--- src/rtl/masku_opseq_ctrl.sv ---
// Operand sequencing controller for the MASKU re-order path: gathers one 64-bit word per lane,
// assembles lane-ordered beats sized by the remaining vl, and hands them to the re-order stage.
module masku_opseq_ctrl #(
  parameter int unsigned NrLanes = 4,
  parameter int unsigned VlWidth = 16
) (
  input  logic                    clk_i,
  input  logic                    rst_ni,
  input  logic                    vinsn_valid_i,
  output logic                    vinsn_ready_o,
  input  logic [1:0]              vinsn_vsew_i,
  input  logic [VlWidth-1:0]      vinsn_vl_i,
  input  logic                    flush_i,
  input  logic [NrLanes*64-1:0]   lane_operand_i,
  input  logic [NrLanes-1:0]      lane_valid_i,
  output logic [NrLanes-1:0]      lane_ready_o,
  output logic [NrLanes*64-1:0]   seq_operand_o,
  output logic [1:0]              seq_vsew_o,
  output logic [VlWidth-1:0]      seq_nelem_o,
  output logic                    seq_last_o,
  output logic                    seq_valid_o,
  input  logic                    seq_ready_i,
  output logic                    done_o
);

  localparam logic [1:0] EW8 = 2'd0;

  typedef enum logic {
    IDLE,
    RUN
  } state_e;

  state_e state_reg, state_next;

  logic [VlWidth-1:0]    col_rem_reg;
  logic [1:0]            vsew_reg;
  logic [NrLanes*64-1:0] seq_operand_reg;
  logic [VlWidth-1:0]    seq_nelem_reg;
  logic                  seq_last_reg;
  logic                  seq_valid_reg;
  logic                  done_reg;

  logic [NrLanes-1:0]    slot_v;
  logic [NrLanes-1:0]    need_mask;
  logic [NrLanes-1:0]    lane_hs;
  logic [NrLanes*64-1:0] beat_word;
  logic [VlWidth-1:0]    elem_per_beat;
  logic [VlWidth-1:0]    nelem_next;
  logic                  last_next;
  logic                  run;
  logic                  vinsn_hs;
  logic                  out_free;
  logic                  beat_fire;
  logic                  last_hs;

  assign run           = (state_reg == RUN);
  assign vinsn_ready_o = (state_reg == IDLE) && !flush_i;
  assign vinsn_hs      = vinsn_valid_i && vinsn_ready_o;
  assign lane_ready_o  = (run && (col_rem_reg != '0)) ? (~slot_v & need_mask) : '0;
  assign lane_hs       = lane_valid_i & lane_ready_o;
  assign out_free      = !seq_valid_reg || seq_ready_i;
  assign last_hs       = seq_valid_reg && seq_ready_i && seq_last_reg;

  // A lane counts as present if its slot is held or its word arrives this cycle, so the
  // beat can load on the same edge as the final lane handshake.
  assign beat_fire = run && !flush_i && (col_rem_reg != '0) && out_free &&
                     (&(slot_v | lane_hs | ~need_mask));

  always_comb begin
    elem_per_beat = VlWidth'(NrLanes);
    unique case (vsew_reg)
      2'd0:    elem_per_beat = VlWidth'(NrLanes * 8);
      2'd1:    elem_per_beat = VlWidth'(NrLanes * 4);
      2'd2:    elem_per_beat = VlWidth'(NrLanes * 2);
      default: elem_per_beat = VlWidth'(NrLanes);
    endcase
  end

  assign nelem_next = (col_rem_reg < elem_per_beat) ? col_rem_reg : elem_per_beat;
  assign last_next  = (col_rem_reg <= elem_per_beat);

  for (genvar gi = 0; gi < NrLanes; gi++) begin : g_lane
    logic [63:0] data_reg;
    logic        v_reg;

    // Element i sits in lane i mod NrLanes, so lane gi carries data iff more than gi remain.
    assign need_mask[gi] = (col_rem_reg > VlWidth'(gi));
    assign slot_v[gi]    = v_reg;
    assign beat_word[gi*64 +: 64] = !need_mask[gi] ? 64'd0 :
                                    (v_reg ? data_reg : lane_operand_i[gi*64 +: 64]);

    always_ff @(posedge clk_i or negedge rst_ni) begin
      if (!rst_ni) begin
        v_reg    <= 1'b0;
        data_reg <= '0;
      end else if (flush_i || beat_fire) begin
        v_reg    <= 1'b0;
      end else if (lane_hs[gi]) begin
        v_reg    <= 1'b1;
        data_reg <= lane_operand_i[gi*64 +: 64];
      end
    end
  end

  always_ff @(posedge clk_i or negedge rst_ni) begin
    if (!rst_ni) begin
      state_reg <= IDLE;
    end else begin
      state_reg <= state_next;
    end
  end

  always_comb begin
    state_next = state_reg;
    unique case (state_reg)
      IDLE: begin
        if (vinsn_hs && (vinsn_vl_i != '0)) begin
          state_next = RUN;
        end
      end
      RUN: begin
        if (flush_i || last_hs) begin
          state_next = IDLE;
        end
      end
      default: state_next = IDLE;
    endcase
  end

  always_ff @(posedge clk_i or negedge rst_ni) begin
    if (!rst_ni) begin
      col_rem_reg     <= '0;
      vsew_reg        <= EW8;
      seq_operand_reg <= '0;
      seq_nelem_reg   <= '0;
      seq_last_reg    <= 1'b0;
      seq_valid_reg   <= 1'b0;
      done_reg        <= 1'b0;
    end else begin
      if (flush_i) begin
        col_rem_reg <= '0;
      end else if (vinsn_hs) begin
        col_rem_reg <= vinsn_vl_i;
        vsew_reg    <= vinsn_vsew_i;
      end else if (beat_fire) begin
        col_rem_reg <= col_rem_reg - nelem_next;
      end

      if (flush_i) begin
        seq_valid_reg <= 1'b0;
      end else if (beat_fire) begin
        seq_valid_reg   <= 1'b1;
        seq_operand_reg <= beat_word;
        seq_nelem_reg   <= nelem_next;
        seq_last_reg    <= last_next;
      end else if (seq_ready_i) begin
        seq_valid_reg <= 1'b0;
      end

      done_reg <= !flush_i && ((vinsn_hs && (vinsn_vl_i == '0)) || (run && last_hs));
    end
  end

  assign seq_operand_o = seq_operand_reg;
  assign seq_vsew_o    = vsew_reg;
  assign seq_nelem_o   = seq_nelem_reg;
  assign seq_last_o    = seq_last_reg;
  assign seq_valid_o   = seq_valid_reg;
  assign done_o        = done_reg;

endmodule
--- config.mk ---
export PLATFORM = sky130hd
export DESIGN_NAME = masku_opseq_ctrl
export DESIGN_NICKNAME = d
export VERILOG_FILES = /design/src/rtl/masku_opseq_ctrl.sv
export SDC_FILE = /design/constraint.sdc
export NUM_CORES = 1
export LEC_CHECK = 0
export ABC_AREA = 0
export CAP_MARGIN = 10
export CORE_MARGIN = 2
export CORE_UTILIZATION = 50
export CTS_CLUSTER_SIZE = 12
export DETAILED_ROUTE_END_ITERATION = 10
export PLACE_DENSITY_LB_ADDON = 0.25
export SYNTH_ARGS = -nofsm -noshare
export SYNTH_HDL_FRONTEND = slang
export SYNTH_SLANG_ARGS = --single-unit
--- constraint.sdc ---
create_clock -name clk_i -period 5.2 [get_ports clk_i]
set_clock_uncertainty 0.2 [all_clocks]
set_input_delay 1.04 -clock clk_i [delete_from_list [all_inputs] [get_ports clk_i]]
set_output_delay 1.04 -clock clk_i [all_outputs]
set_load 0.01 [all_outputs]
# == Yosys cells after proc, flatten, opt, wreduce, memory -nomap -nowiden ==
# Index checks and enable logic that the tools add are counted.
# W data, S select, Z words.
# classes
n_addsub,1
n_bitwise,9
n_reduce_logical,36
mux,28
order_cmp,6
n_eq_ne,2
# op_table
op,n
$mux W64,8
$mux W16,4
$gt A16 B1 Y1 const B,2
$gt A16 B2 Y1 const B,2
$reduce_bool A16 Y1,2
$pmux W6 S3,1
$le A16 B16 Y1,1
$logic_not A16 Y1,1
$lt A16 B16 Y1,1
$sub A16 B16 Y16,1
$logic_and A1 B1 Y1,13
$mux W1,13
$reduce_and A2 Y1,6
$and A4 B4 Y4,2
$not A4 Y4,2
$or A4 B4 Y4,2
$reduce_bool A2 Y1,4
$reduce_bool A3 Y1,2
$logic_or A1 B1 Y1,4
$mux W4,1
$reduce_and A4 Y1,1
$not A1 Y1,3
$eq A2 B1 Y1 const B,1
$eq A2 B2 Y1 const B,1
3 further kinds,4
# totals
ff_bits,554
word_cells,98
inputBits,283

# == Longest topological paths before layout ==
# depth
word_depth,11
ltp_mapped,17

# == Least setup slack after synthesis ==
# OpenSTA, ideal clock, no wires.
# synth_timing
path_kind,register to register
startpoint,register col_rem_reg[12]
endpoint,register col_rem_reg[13]
t_arrival_ns,4.047
required_time_ns,4.874
path_slack_ns,0.827
stages_incl_launch_ff,16
cell_sequence,dfrtp_1 or4_1 clkbuf_1 or4_1 buf_2 a2111o_1 clkbuf_1 mux2_2 ha_1 a21oi_1 o21ai_0 a21boi_0 nand2_1 nor3_1 nor2_1 a221o_1
# synth_between
elab_chain_len,9
elab_cells_between_ends,23
cone_classes,add/sub (1); order compare (5); mux (5); bitwise (5); reduce/logical (7)
# synth_lines
element,line_no,source
start: declaration,35,logic [VlWidth-1:0] col_rem_reg;
start signal: assignment,143,col_rem_reg <= vinsn_vl_i;
start signal: assignment,146,col_rem_reg <= col_rem_reg - nelem_next;
branches (longest 9 deep; another with $lt A16 B16 Y1),-,
# Several ways; the timed one is not identified. The select of a mux whose other input is x is not followed.
# A chain may end at the register's enable or synchronous reset.

# == Worst setup path in the final report ==
# layout_timing
startpoint,register col_rem_reg[11]
endpoint,output lane_ready_o[3]
# layout_between
elab_chain_len,3
elab_cells_between_ends,5
cone_classes,order compare (1); mux (1); bitwise (1); reduce/logical (2)
# layout_lines
element,line_no,source
$gt A16 B2 Y1 or $reduce_bool A16 Y1 (tied branches),"87, 59",
$and A4 B4 Y4 or $logic_and A1 B1 Y1 (tied branches),59,assign lane_ready_o = (run && (col_rem_reg != '0)) ? (~slot_v & need_mask) : '0;
$mux W4 *,59,
end: declaration,16,"output logic [NrLanes-1:0] lane_ready_o,"
# Every way passes the cells marked *; elsewhere a longest branch is shown, timed or not.

==> results.tsv <==
stage	metric	value	unit
die	height of the die	224	um
synthesis	count of unique library cells instantiated by Yosys	53	
worst_setup_path	cell mode on critical path	sky130_fd_sc_hd__or4_1	
run	number of max-cap violations	0	
die	Horiz. Die Dim	224	um
sta	number of hold-slack violations in the final timing report	0	
synthesis	register bit count reported by yosys	554	
worst_setup_path	peak fanout along the critical path	6	
cells_and_area	fraction of layout cells with a size suffix above 1	0.129	
synthesis	synth top area cells	sky130_fd_sc_hd__dfrtp_1 57%, sky130_fd_sc_hd__mux2i_1 11%, sky130_fd_sc_hd__mux2_2 9.1%	
clock_tree	maximum level of the CTS H-tree	2	
grt	first-pass GRT wire length	104	mm
pwr	largest vdd supply drop	0.302	mV
synthesis	synthesized area per cell	12.4	um2
die	Core Footprint	47700	um2
clock_tree	Gates resized, CTS repair	0	
die	io pins	565	
synthesis	largest family of logic cells by synthesized area	multiplexers	
sta	setup repair after global routing missed its margin	false	
sta	fin crit period	4.77	ns
sta	normalized max-slew margin	0.201	
min_path	Hold Crit Class	register to register	
pwr	Pleak	13.3	nW
grt	initial antenna violation count	19	
cells_and_area	synth-to-layout area growth	32.9	%
grt	largest net degree at the start of global routing	155	
synthesis	number of flops mapped to enable cells by yosys	0	
pwr	power density normalized to cell area	435	nW/um2
synthesis	fraction of post-synthesis cell area in the top cell type by area	0.573	
worst_setup_path	cell with the biggest individual delay on the critical path	sky130_fd_sc_hd__or4_1	
detailed_routing	TritonRoute pass-1 iters	7	
synthesis	largest area contributor in the netlist	sky130_fd_sc_hd__dfrtp_1	
placement	GP Congestion	0.845	
sta	Worst-Margin Slew	1.20	ns
detailed_routing	number of design rule violations left after detail routing	0	
synthesis	async set-or-reset flop fraction in the synthesized netlist	1.00	
worst_setup_path	signal arrival time at the worst endpoint	3.53	ns
worst_setup_path	Worst Setup Path Type	register to output pin	
placement	cell count after placement	2995	
grt	residual overflow from global routing	0	
sta	Setup TNS Final	0	ns
detailed_routing	drt first-iter violations	1180	
synthesis	Post-Synthesis Cells	1943	
run_status	result of the run	complete, no violations	
die	Initial Util	0.506	
worst_setup_path	endpoint required time on the critical path	3.96	ns
synthesis	adder-cell share of the synthesized area	0.00466	
grt	gr usage total	0.264	
clock_tree	clk root buf	sky130_fd_sc_hd__clkbuf_16	
synthesis	complex-gate fraction of the synthesized area	0.0958	
synthesis	Top FF cell, synth	sky130_fd_sc_hd__dfrtp_1	
detailed_routing	DR vias	17556	
cells_and_area	layout net count	2731	
clock_tree	clk slew on worst S/H paths	0.06	ns
detailed_routing	Routed Wire Length	66.6	mm
sta	post-route fraction of the period consumed by the critical path	0.918	
worst_setup_path	ordered list of cells on the worst path	or4_1 -> or4_1 -> buf_4 -> or2_2 -> nand2_1 -> nor2_1 -> clkdlybuf4s50_1	
synthesis	post-synthesis mux area share	0.227	
synthesis	sequential cell area fraction in the yosys report	0.573	
clock_tree	Num Clock Sinks	554	
worst_setup_path	biggest cell delay along the critical path	0.64	ns
clock_tree	clock buffers created by TritonCTS	57	
synthesis	synthesized area	24200	um2
sta	number of pins exceeding their max-slew limit in the final report	0	
worst_setup_path	endpoint class of the critical path	output pin	
cells_and_area	post-layout instance count excluding filler cells	3103	
cells_and_area	Fill cells	3534	
die	number of rows created at floorplan	80	
placement	placed inst area	30300	um2
clock_tree	Hold-fix buffers, CTS	0	
synthesis	most frequent cells after synthesis	554 x sky130_fd_sc_hd__dfrtp_1, 291 x sky130_fd_sc_hd__nand2_1, 259 x sky130_fd_sc_hd__o31ai_1, 257 x sky130_fd_sc_hd__mux2i_1, 195 x sky130_fd_sc_hd__mux2_2	
sta	peak clock frequency supported by timing	210	MHz
clock_tree	clock insertion delay at the later pin of the skew report	0.60	ns
synthesis	net count of the mapped netlist	2235	
cells_and_area	post-route cell area	32100	um2
die	floorplan die area	50100	um2
placement	placed wire-length estimate	44.8	mm
clock_tree	clock tree from TritonCTS	built	
clock_tree	number of buffers inserted to repair setup after CTS	0	
detailed_routing	number of vias per cell	5.66	
synthesis	xor and xnor fraction of the mapped netlist area	0.00181	
detailed_routing	Antenna Nets Post-Route	0	
synthesis	Yosys warning count	0	
synthesis	area share of and/or/nand/nor cells after synthesis	0.0686	
grt	vias in the first global route	18188	
synthesis	library cell with the highest instance count after synthesis	sky130_fd_sc_hd__dfrtp_1	
detailed_routing	routed len/inst	21.5	um
clock_tree	Longest Clk Path Bufs	3	
placement	count of buffers from port buffering	564	
worst_setup_path	CP Launch Type	register	
sta	setup-violating endpoint count in the final report	0	
==> placed cells by master (no fill, tap or decap), types with 12 or more instances in the layout <==
cell and instances:
sky130_fd_sc_hd__diode_2 14, sky130_fd_sc_hd__o31ai_1 259, sky130_fd_sc_hd__nand2_1 290, sky130_fd_sc_hd__mux2i_1 257, sky130_fd_sc_hd__and2_1 12, sky130_fd_sc_hd__mux2_1 63, sky130_fd_sc_hd__nor2_1 24, sky130_fd_sc_hd__mux2_2 195
sky130_fd_sc_hd__clkbuf_16 57, sky130_fd_sc_hd__dfrtp_1 550, sky130_fd_sc_hd__buf_4 18, sky130_fd_sc_hd__clkbuf_8 14, sky130_fd_sc_hd__clkdlybuf4s50_1 563, sky130_fd_sc_hd__clkbuf_1 15
==> stage by stage <==
| step | worst slack [ns] | total power, mW | hold WS [ns] | util |
|---|---|---|---|---|
| global route | 0.167 | 14.7 | 0.294 | 0.673 |
| detailed placement | 0.509 | 10.1 | 0.265 | 0.634 |
| floorplan | 0.827 | 8.13 | 0.258 | - |
| CTS | 0.405 | 14.1 | 0.278 | 0.672 |
| global placement | 0.595 | 9.86 | 0.258 | 0.634 |
| finish | 0.428 | 14.0 | 0.272 | 0.673 |
==> routing by layer <==
metal  up-vias  GRT usage  wire, um
met5         -          0        67
met3       127     0.0875      5220
met1      8909      0.325     26400
met2       508      0.436     32700
met4        10     0.0910      2140
li1       8002          -         -
==> area by class of cell <==
class | instances | area [um2] | area share
sequential | 554 | 13900 | 0.432
multi-input combinational | 1226 | 9650 | 0.300
timing repair buffer | 591 | 5970 | 0.186
clock buffer | 86 | 1680 | 0.0522
tap | 615 | 769 | 0.0240
clock inverter | 8 | 115 | 0.00358
antenna | 14 | 35.0 | 0.00109
inverter | 9 | 33.8 | 0.00105
==> worst max-delay path, delay by kind of cell, from the launching register on <==
family	cells	cell delay, ns
buffers and inverters	2	0.81
and+or+nand+nor	5	1.73
DFF	1	0.39
==> power breakdown <==
part | internal [mW] | total [mW] | switching, mW
clock network | 2.34 | 3.99 | 1.65
logic | 2.06 | 3.66 | 1.59
registers | 5.61 | 6.32 | 0.713
total | 10.0 | 14.0 | 3.96
==> path summary, 6_finish.rpt <==
kind	depth (start not counted)	startpoint	slack, ns	endpoint
setup / recovery	7	col_rem_reg[11]	0.43	lane_ready_o[3]
hold / removal	2	seq_operand_o[96]	0.27	seq_operand_o[96]
setup reg to reg	12	col_rem_reg[11]	0.45	col_rem_reg[13]
hold reg to reg	2	seq_operand_o[96]	0.27	seq_operand_o[96]
max in group asynchronous	2	rst_ni	3.36	g_lane[0].data_reg[3]
min in group asynchronous	1	rst_ni	0.31	seq_operand_o[212]
==> cells by family (layout without fill, tap and decap cells) <==
kind of cell / after synthesis / in the layout
muxes: 515 / 515
adders and majority gates: 9 / 9
buffers and inverters: 163 / 694
DFF: 554 / 554
AOI/OAI and AO/OA: 309 / 309
and+or+nand+nor: 387 / 387
other: 1 / 15
xor gates and xnor gates: 5 / 5
(Power assumes the default switching activity.)
